## src/rtl/conv_encoder_if.sv

```systemverilog
// rtl/conv_encoder_if.sv - frame-in / code-beat-out handshake bundle for conv_encoder
// master drives frames and code acceptance; slave is the encoder side.
interface conv_encoder_if #(
  parameter int FRAME_BITS = 192
) ();
  logic [FRAME_BITS-1:0] i_frame_data;
  logic                  i_frame_valid;
  logic                  o_frame_ready;
  logic [3:0]            o_code;
  logic                  o_code_valid;
  logic                  i_code_ready;
  logic                  o_code_last;

  modport master (
    output i_frame_data,
    output i_frame_valid,
    input  o_frame_ready,
    input  o_code,
    input  o_code_valid,
    output i_code_ready,
    input  o_code_last
  );

  modport slave (
    input  i_frame_data,
    input  i_frame_valid,
    output o_frame_ready,
    output o_code,
    output o_code_valid,
    input  i_code_ready,
    output o_code_last
  );
endinterface

```

## src/rtl/conv_encoder.sv

```systemverilog
// rtl/conv_encoder.sv - rate-1/2 convolutional encoder, two data bits per 4-bit code beat
// A latched frame is encoded LSB first, then zero tail bits return the trellis to state 0.
module conv_encoder #(
  parameter int             FRAME_BITS = 192,
  parameter int             K          = 3,
  parameter logic [K-1:0]   G0         = 3'b111,
  parameter logic [K-1:0]   G1         = 3'b101
) (
  input  logic           clk,
  input  logic           rst,
  conv_encoder_if.slave  bus
);

  localparam int DATA_BEATS  = FRAME_BITS / 2;
  localparam int TAIL_BEATS  = K / 2;
  localparam int TOTAL_BEATS = DATA_BEATS + TAIL_BEATS;
  localparam int CNT_W       = $clog2(TOTAL_BEATS + 1);

  localparam logic [CNT_W-1:0] LAST_DATA_CNT = CNT_W'(DATA_BEATS - 1);
  localparam logic [CNT_W-1:0] LAST_BEAT_CNT = CNT_W'(TOTAL_BEATS - 1);

  typedef enum logic [1:0] {
    IDLE,
    ENCODE,
    TAIL
  } state_t;

  state_t                state;
  state_t                state_next;
  logic [FRAME_BITS-1:0] frame_q;
  logic [K-2:0]          enc_state;
  logic [K-2:0]          enc_next;
  logic [CNT_W-1:0]      beat_cnt;

  logic                  in_b0;
  logic                  in_b1;
  logic [K-1:0]          reg_a;
  logic [K-1:0]          reg_b;
  logic [3:0]            beat_code;

  logic                  frame_ready;
  logic                  code_valid;
  logic                  code_last;
  logic                  accept_frame;
  logic                  accept_beat;

  // The frame register is shifted down two bits per accepted beat, so the
  // current pair always sits in bits [1:0]; tail beats feed zeros.
  always_comb begin
    in_b0     = (state == ENCODE) & frame_q[0];
    in_b1     = (state == ENCODE) & frame_q[1];
    reg_a     = {enc_state, in_b0};
    reg_b     = {reg_a[K-2:0], in_b1};
    enc_next  = reg_b[K-2:0];
    beat_code = {^(reg_b & G1), ^(reg_b & G0), ^(reg_a & G1), ^(reg_a & G0)};
  end

  always_ff @(posedge clk) begin
    if (rst) begin
      state <= IDLE;
    end else begin
      state <= state_next;
    end
  end

  always_comb begin
    state_next   = state;
    frame_ready  = 1'b0;
    code_valid   = 1'b0;
    code_last    = 1'b0;
    accept_frame = 1'b0;
    accept_beat  = 1'b0;
    case (state)
      IDLE: begin
        frame_ready = 1'b1;
        if (bus.i_frame_valid) begin
          accept_frame = 1'b1;
          state_next   = ENCODE;
        end
      end
      ENCODE: begin
        code_valid = 1'b1;
        if (bus.i_code_ready) begin
          accept_beat = 1'b1;
          if (beat_cnt == LAST_DATA_CNT) begin
            state_next = TAIL;
          end
        end
      end
      TAIL: begin
        code_valid = 1'b1;
        code_last  = (beat_cnt == LAST_BEAT_CNT);
        if (bus.i_code_ready) begin
          accept_beat = 1'b1;
          if (code_last) begin
            state_next = IDLE;
          end
        end
      end
      default: begin
        state_next = IDLE;
      end
    endcase
  end

  // Encoder state and counter move only on an accepted beat, which keeps
  // the presented beat stable across downstream stalls.
  always_ff @(posedge clk) begin
    if (rst) begin
      frame_q   <= '0;
      enc_state <= '0;
      beat_cnt  <= '0;
    end else if (accept_frame) begin
      frame_q   <= bus.i_frame_data;
      enc_state <= '0;
      beat_cnt  <= '0;
    end else if (accept_beat) begin
      frame_q   <= frame_q >> 2;
      enc_state <= enc_next;
      beat_cnt  <= code_last ? '0 : beat_cnt + 1'b1;
    end
  end

  assign bus.o_frame_ready = frame_ready;
  assign bus.o_code_valid  = code_valid;
  assign bus.o_code_last   = code_last;
  assign bus.o_code        = code_valid ? beat_code : 4'b0000;

endmodule

```

## src/flat_wrapper.sv

```systemverilog
// flat-port wrapper written by rule: the top's interface ports become plain ports
module conv_encoder_flat 
#(
  parameter int             FRAME_BITS = 192,
  parameter int             K          = 3,
  parameter logic [K-1:0]   G0         = 3'b111,
  parameter logic [K-1:0]   G1         = 3'b101
)
  (clk, rst, bus_i_frame_data, bus_i_frame_valid, bus_o_frame_ready, bus_o_code, bus_o_code_valid, bus_i_code_ready, bus_o_code_last);
  conv_encoder_if #(.FRAME_BITS(FRAME_BITS)) bus_i ();
  input  logic clk;
  input  logic rst;
  input wire logic [$bits(bus_i.i_frame_data)-1:0] bus_i_frame_data;
  input wire logic [$bits(bus_i.i_frame_valid)-1:0] bus_i_frame_valid;
  output wire logic [$bits(bus_i.o_frame_ready)-1:0] bus_o_frame_ready;
  output wire logic [$bits(bus_i.o_code)-1:0] bus_o_code;
  output wire logic [$bits(bus_i.o_code_valid)-1:0] bus_o_code_valid;
  input wire logic [$bits(bus_i.i_code_ready)-1:0] bus_i_code_ready;
  output wire logic [$bits(bus_i.o_code_last)-1:0] bus_o_code_last;
  assign bus_i.i_frame_data = bus_i_frame_data;
  assign bus_i.i_frame_valid = bus_i_frame_valid;
  assign bus_o_frame_ready = bus_i.o_frame_ready;
  assign bus_o_code = bus_i.o_code;
  assign bus_o_code_valid = bus_i.o_code_valid;
  assign bus_i.i_code_ready = bus_i_code_ready;
  assign bus_o_code_last = bus_i.o_code_last;
  conv_encoder #(.FRAME_BITS(FRAME_BITS), .K(K), .G0(G0), .G1(G1)) u_core (.clk(clk), .rst(rst), .bus(bus_i));
endmodule
```

## config.mk

```make
export PLATFORM = sky130hd
export DESIGN_NAME = conv_encoder_flat
export DESIGN_NICKNAME = d
export VERILOG_FILES = /design/src/rtl/conv_encoder_if.sv /design/src/rtl/conv_encoder.sv /design/src/flat_wrapper.sv
export SDC_FILE = /design/constraint.sdc
export NUM_CORES = 1
export LEC_CHECK = 0
export ABC_CLOCK_PERIOD_IN_PS = 2270
export CORE_MARGIN = 3
export CORE_UTILIZATION = 51
export DETAILED_ROUTE_END_ITERATION = 10
export GPL_ROUTABILITY_DRIVEN = 0
export PLACE_DENSITY = 0.8
export SYNTH_ARGS = -nofsm -noshare
export SYNTH_HDL_FRONTEND = slang
export SYNTH_SLANG_ARGS = --single-unit
```

## constraint.sdc

```tcl
create_clock -name clk -period 2.27 [get_ports clk]
set_clock_uncertainty 0.05 [all_clocks]
set_input_delay 0.454 -clock clk [delete_from_list [all_inputs] [get_ports clk]]
set_output_delay 0.454 -clock clk [all_outputs]
set_load 0.02 [all_outputs]
```

==> impl_results.md <==
- Clk buf depth: 3
- Vias in the first global route: 8010
- DR DRC count: 0
- Tmin final: 2.17 ns
- Initial antenna violation count: 0
- Layout area overhead: 32.6%
- CP startpoint kind: register
- First-pass GRT wire length: 38400 µm
- Num CTS Buffers: 22
- Root buffer cell: clkbuf_16
- Post-DP HPWL: 15500 µm
- Net Count, Synth: 1350
- Setup repair bufs after CTS: 0
- Deepest level of the CTS H-tree: 1
- Congestion Overflow GR: 0
- Die area: 20400 µm²
- CP max-delay cell: dfxtp_2
- Number of I/O port buffers: 202
- # IOs: 203
- Cells along the critical path: inv_2 -> ha_4 -> nand2_2 -> xor2_2 -> xnor2_1 -> and2_1 -> buf_6
- Drt wl/cell: 15.3 µm
- Hold WS: 0.421 ns
- Primary FF master, synth: dfxtp_1
- WL final: 23800 µm
- CTS tree: built
- Final std cells w/o fill: 1555
- Power Density: 1120 nW/µm²
- Setup TNS: 0 ns
- HP Class: reg2reg
- Max Cap Viol: 0
- # rows: 49
- Inst Count DP: 1515
- Antenna Nets Post-Route: 0
- Final #Nets: 1513
- Drt first pass iters: 5
- Tot GR Track Use: 0.222
- Ys async rst share: 0
- Post-synth EDFFs: 0
- Syn_area_per_cell: 8.31 µm²
- Kind of critical path: reg2out
- Clk_lat worst skew: 0.50 ns
- Clk sinks: 203
- Actual slew at the worst max-slew pin: 0.500 ns
- CTS clk-pin slew, worst paths: 0.06 ns
- Vias: 8575
- CTS Hold Bufs: 0
- F_max: 461 MHz
- Seq/Total Area, Yosys: 0.427
- Ratio of final minimum period to clock period: 0.956
- Max stage delay on crit path: 0.33 ns
- Sequential Area: 4070 µm²
- Rel. slew slack: 0.667
- Pleak: 4.45 nW
- Status: finished, final reports clean
- Distinct cells, synth: 29
- Max Slew Vio Count: 0
- Die height: 143 µm
- Final Hold Viols: 0
- Initial core utilization: 0.525
- Maximum VDD drop: 0.596 mV
- Synth Warn #: 0
- Multi-input gate area: 4970 µm²
- Post-Syn Area: 9530 µm²
- Die Wd: 143 µm
- Arrival @ worst endpoint: 1.67 ns
- Worst Setup End Kind: output pin
- Setup-failing EPs final: 0
- RSZ-0062 raised after global routing: false
- Initial drt markers: 552
- Slack of the critical path: 0.0999 ns
- Largest net degree at the start of global routing: 67
- CP required: 1.77 ns
- Max FO, Critical Path: 2
- Antenna cells: 0
- DR vias/cell: 5.51
- Placement Setup Slack: 0.0418 ns
- CORE AREA: 18100 µm²
- # fillers: 1453
- Synthesized flop and latch total: 203
- Cells after synthesis: 1147
- Share of cells above drive strength 1: 0.149
[where the power goes]
| part | internal, W | total (W) | switching [W] |
|---|---|---|---|
| clock | 0.00221 | 0.00364 | 0.00143 |
| sequential | 0.00459 | 0.00512 | 0.000526 |
| combinational | 0.00226 | 0.00536 | 0.00309 |
[cell families (layout without fill, tap and decap cells)]
family                     count (synthesis)  after routing  share of synthesized area
xor gates and xnor gates                  11             11                     0.0101
adders and majority gates                  7              7                    0.00919
AOI/OAI and AO/OA                        198            198                      0.246
muxes                                      2              2                    0.00210
buffers and inverters                    112            291                     0.0574
DFF                                      203            203                      0.427
and+or+nand+nor                          614            614                      0.248
[worst max-delay path: cells and delay by family, from the launching register on]
family	cells	cell delay (ns)
flip-flops	1	0.33
XOR/XNOR	2	0.30
AND/OR/NAND/NOR	2	0.23
buffers and inverters	2	0.17
adder cells (fa/ha/maj)	1	0.15
[synth_stat cells, drive strengths merged, types with 3 or more instances]
| library cell | n | area (µm²) |
|---|---|---|
| nand2 | 393 | 1480 |
| xnor2 | 6 | 52.6 |
| a311oi | 190 | 2290 |
| nand2b | 4 | 25.0 |
| buf | 68 | 382 |
| xor2 | 5 | 43.8 |
| clkbuf | 39 | 146 |
| nor2 | 199 | 747 |
| a21oi | 5 | 25.0 |
| nor3 | 3 | 15.0 |
| dfxtp | 203 | 4060 |
| ha | 7 | 87.6 |
| and2 | 5 | 31.3 |
| inv | 5 | 18.8 |
| nand3 | 3 | 15.0 |
[area by class of cell]
class	count	area share
Inverter	5	0.00149
Timing Repair Buffer	246	0.202
Multi-Input combinational cell	832	0.393
Tap cell	229	0.0227
Clock inverter	9	0.00782
Clock buffer	31	0.0511
Sequential cell	203	0.322
[through the flow]
step	utilization	total power, W	instance area [µm²]
floorplan	-	0.00887	9530
global placement	0.654	0.0104	11900
detailed placement	0.654	0.0105	11900
CTS	0.696	0.0142	12600
global route	0.696	0.0150	12600
finish	0.696	0.0141	12600
[per-layer routing]
metal,global-route usage,vias up,share of wire
li1,-,4292,-
met1,0.315,4012,0.46
met2,0.355,242,0.47
met3,0.0392,29,0.061
met4,0.0520,0,0.016
met5,0,-,0
[sequential cells by signal, summed over array words and instances, names as in the netlist]
register,count
u_core.enc_state,2
u_core.frame_q,192
u_core.state,2
u_core.beat_cnt,7
[worst paths after layout]
path | from | to | slack (ns) | cells past startpoint
setup / recovery | u_core.state[1] | bus_o_code[0] | 0.1 | 7
hold / removal | u_core.frame_q[113] | u_core.frame_q[111] | 0.42 | 2
setup reg to reg | u_core.state[1] | u_core.frame_q[129] | 0.25 | 8
hold reg to reg | u_core.frame_q[113] | u_core.frame_q[111] | 0.42 | 2
[layout by cell type (no fill, tap or decap), types with 3 or more instances in the layout]
| cell type | Yosys | final |
|---|---|---|
| inv_1 | 5 | 4 |
| ha_1 | 7 | 5 |
| clkdlybuf4s50_1 | 0 | 194 |
| dfxtp_1 | 203 | 201 |
| nand2b_1 | 4 | 4 |
| clkbuf_1 | 39 | 4 |
| xor2_1 | 5 | 4 |
| nor2_1 | 199 | 199 |
| nor3_1 | 3 | 3 |
| a21oi_1 | 5 | 5 |
| clkinv_2 | 0 | 6 |
| a311oi_2 | 100 | 100 |
| clkbuf_16 | 0 | 23 |
| buf_4 | 15 | 27 |
| buf_12 | 0 | 17 |
| clkbuf_8 | 0 | 5 |
| xnor2_1 | 6 | 6 |
| a311oi_1 | 90 | 90 |
| buf_2 | 44 | 4 |
| and2_1 | 5 | 4 |
| nand2_1 | 393 | 390 |
| nand3_1 | 3 | 3 |
[timing repair]
item | in CTS | in global routing
gates cloned | 0 | 0
pin swaps | 0 | 3
setup endpoints to repair | 7 | 5
resized for setup | 25 | 8
endpoints found under the hold margin | 0 | 0
Note: power is estimated with default switching activity, not from simulation.
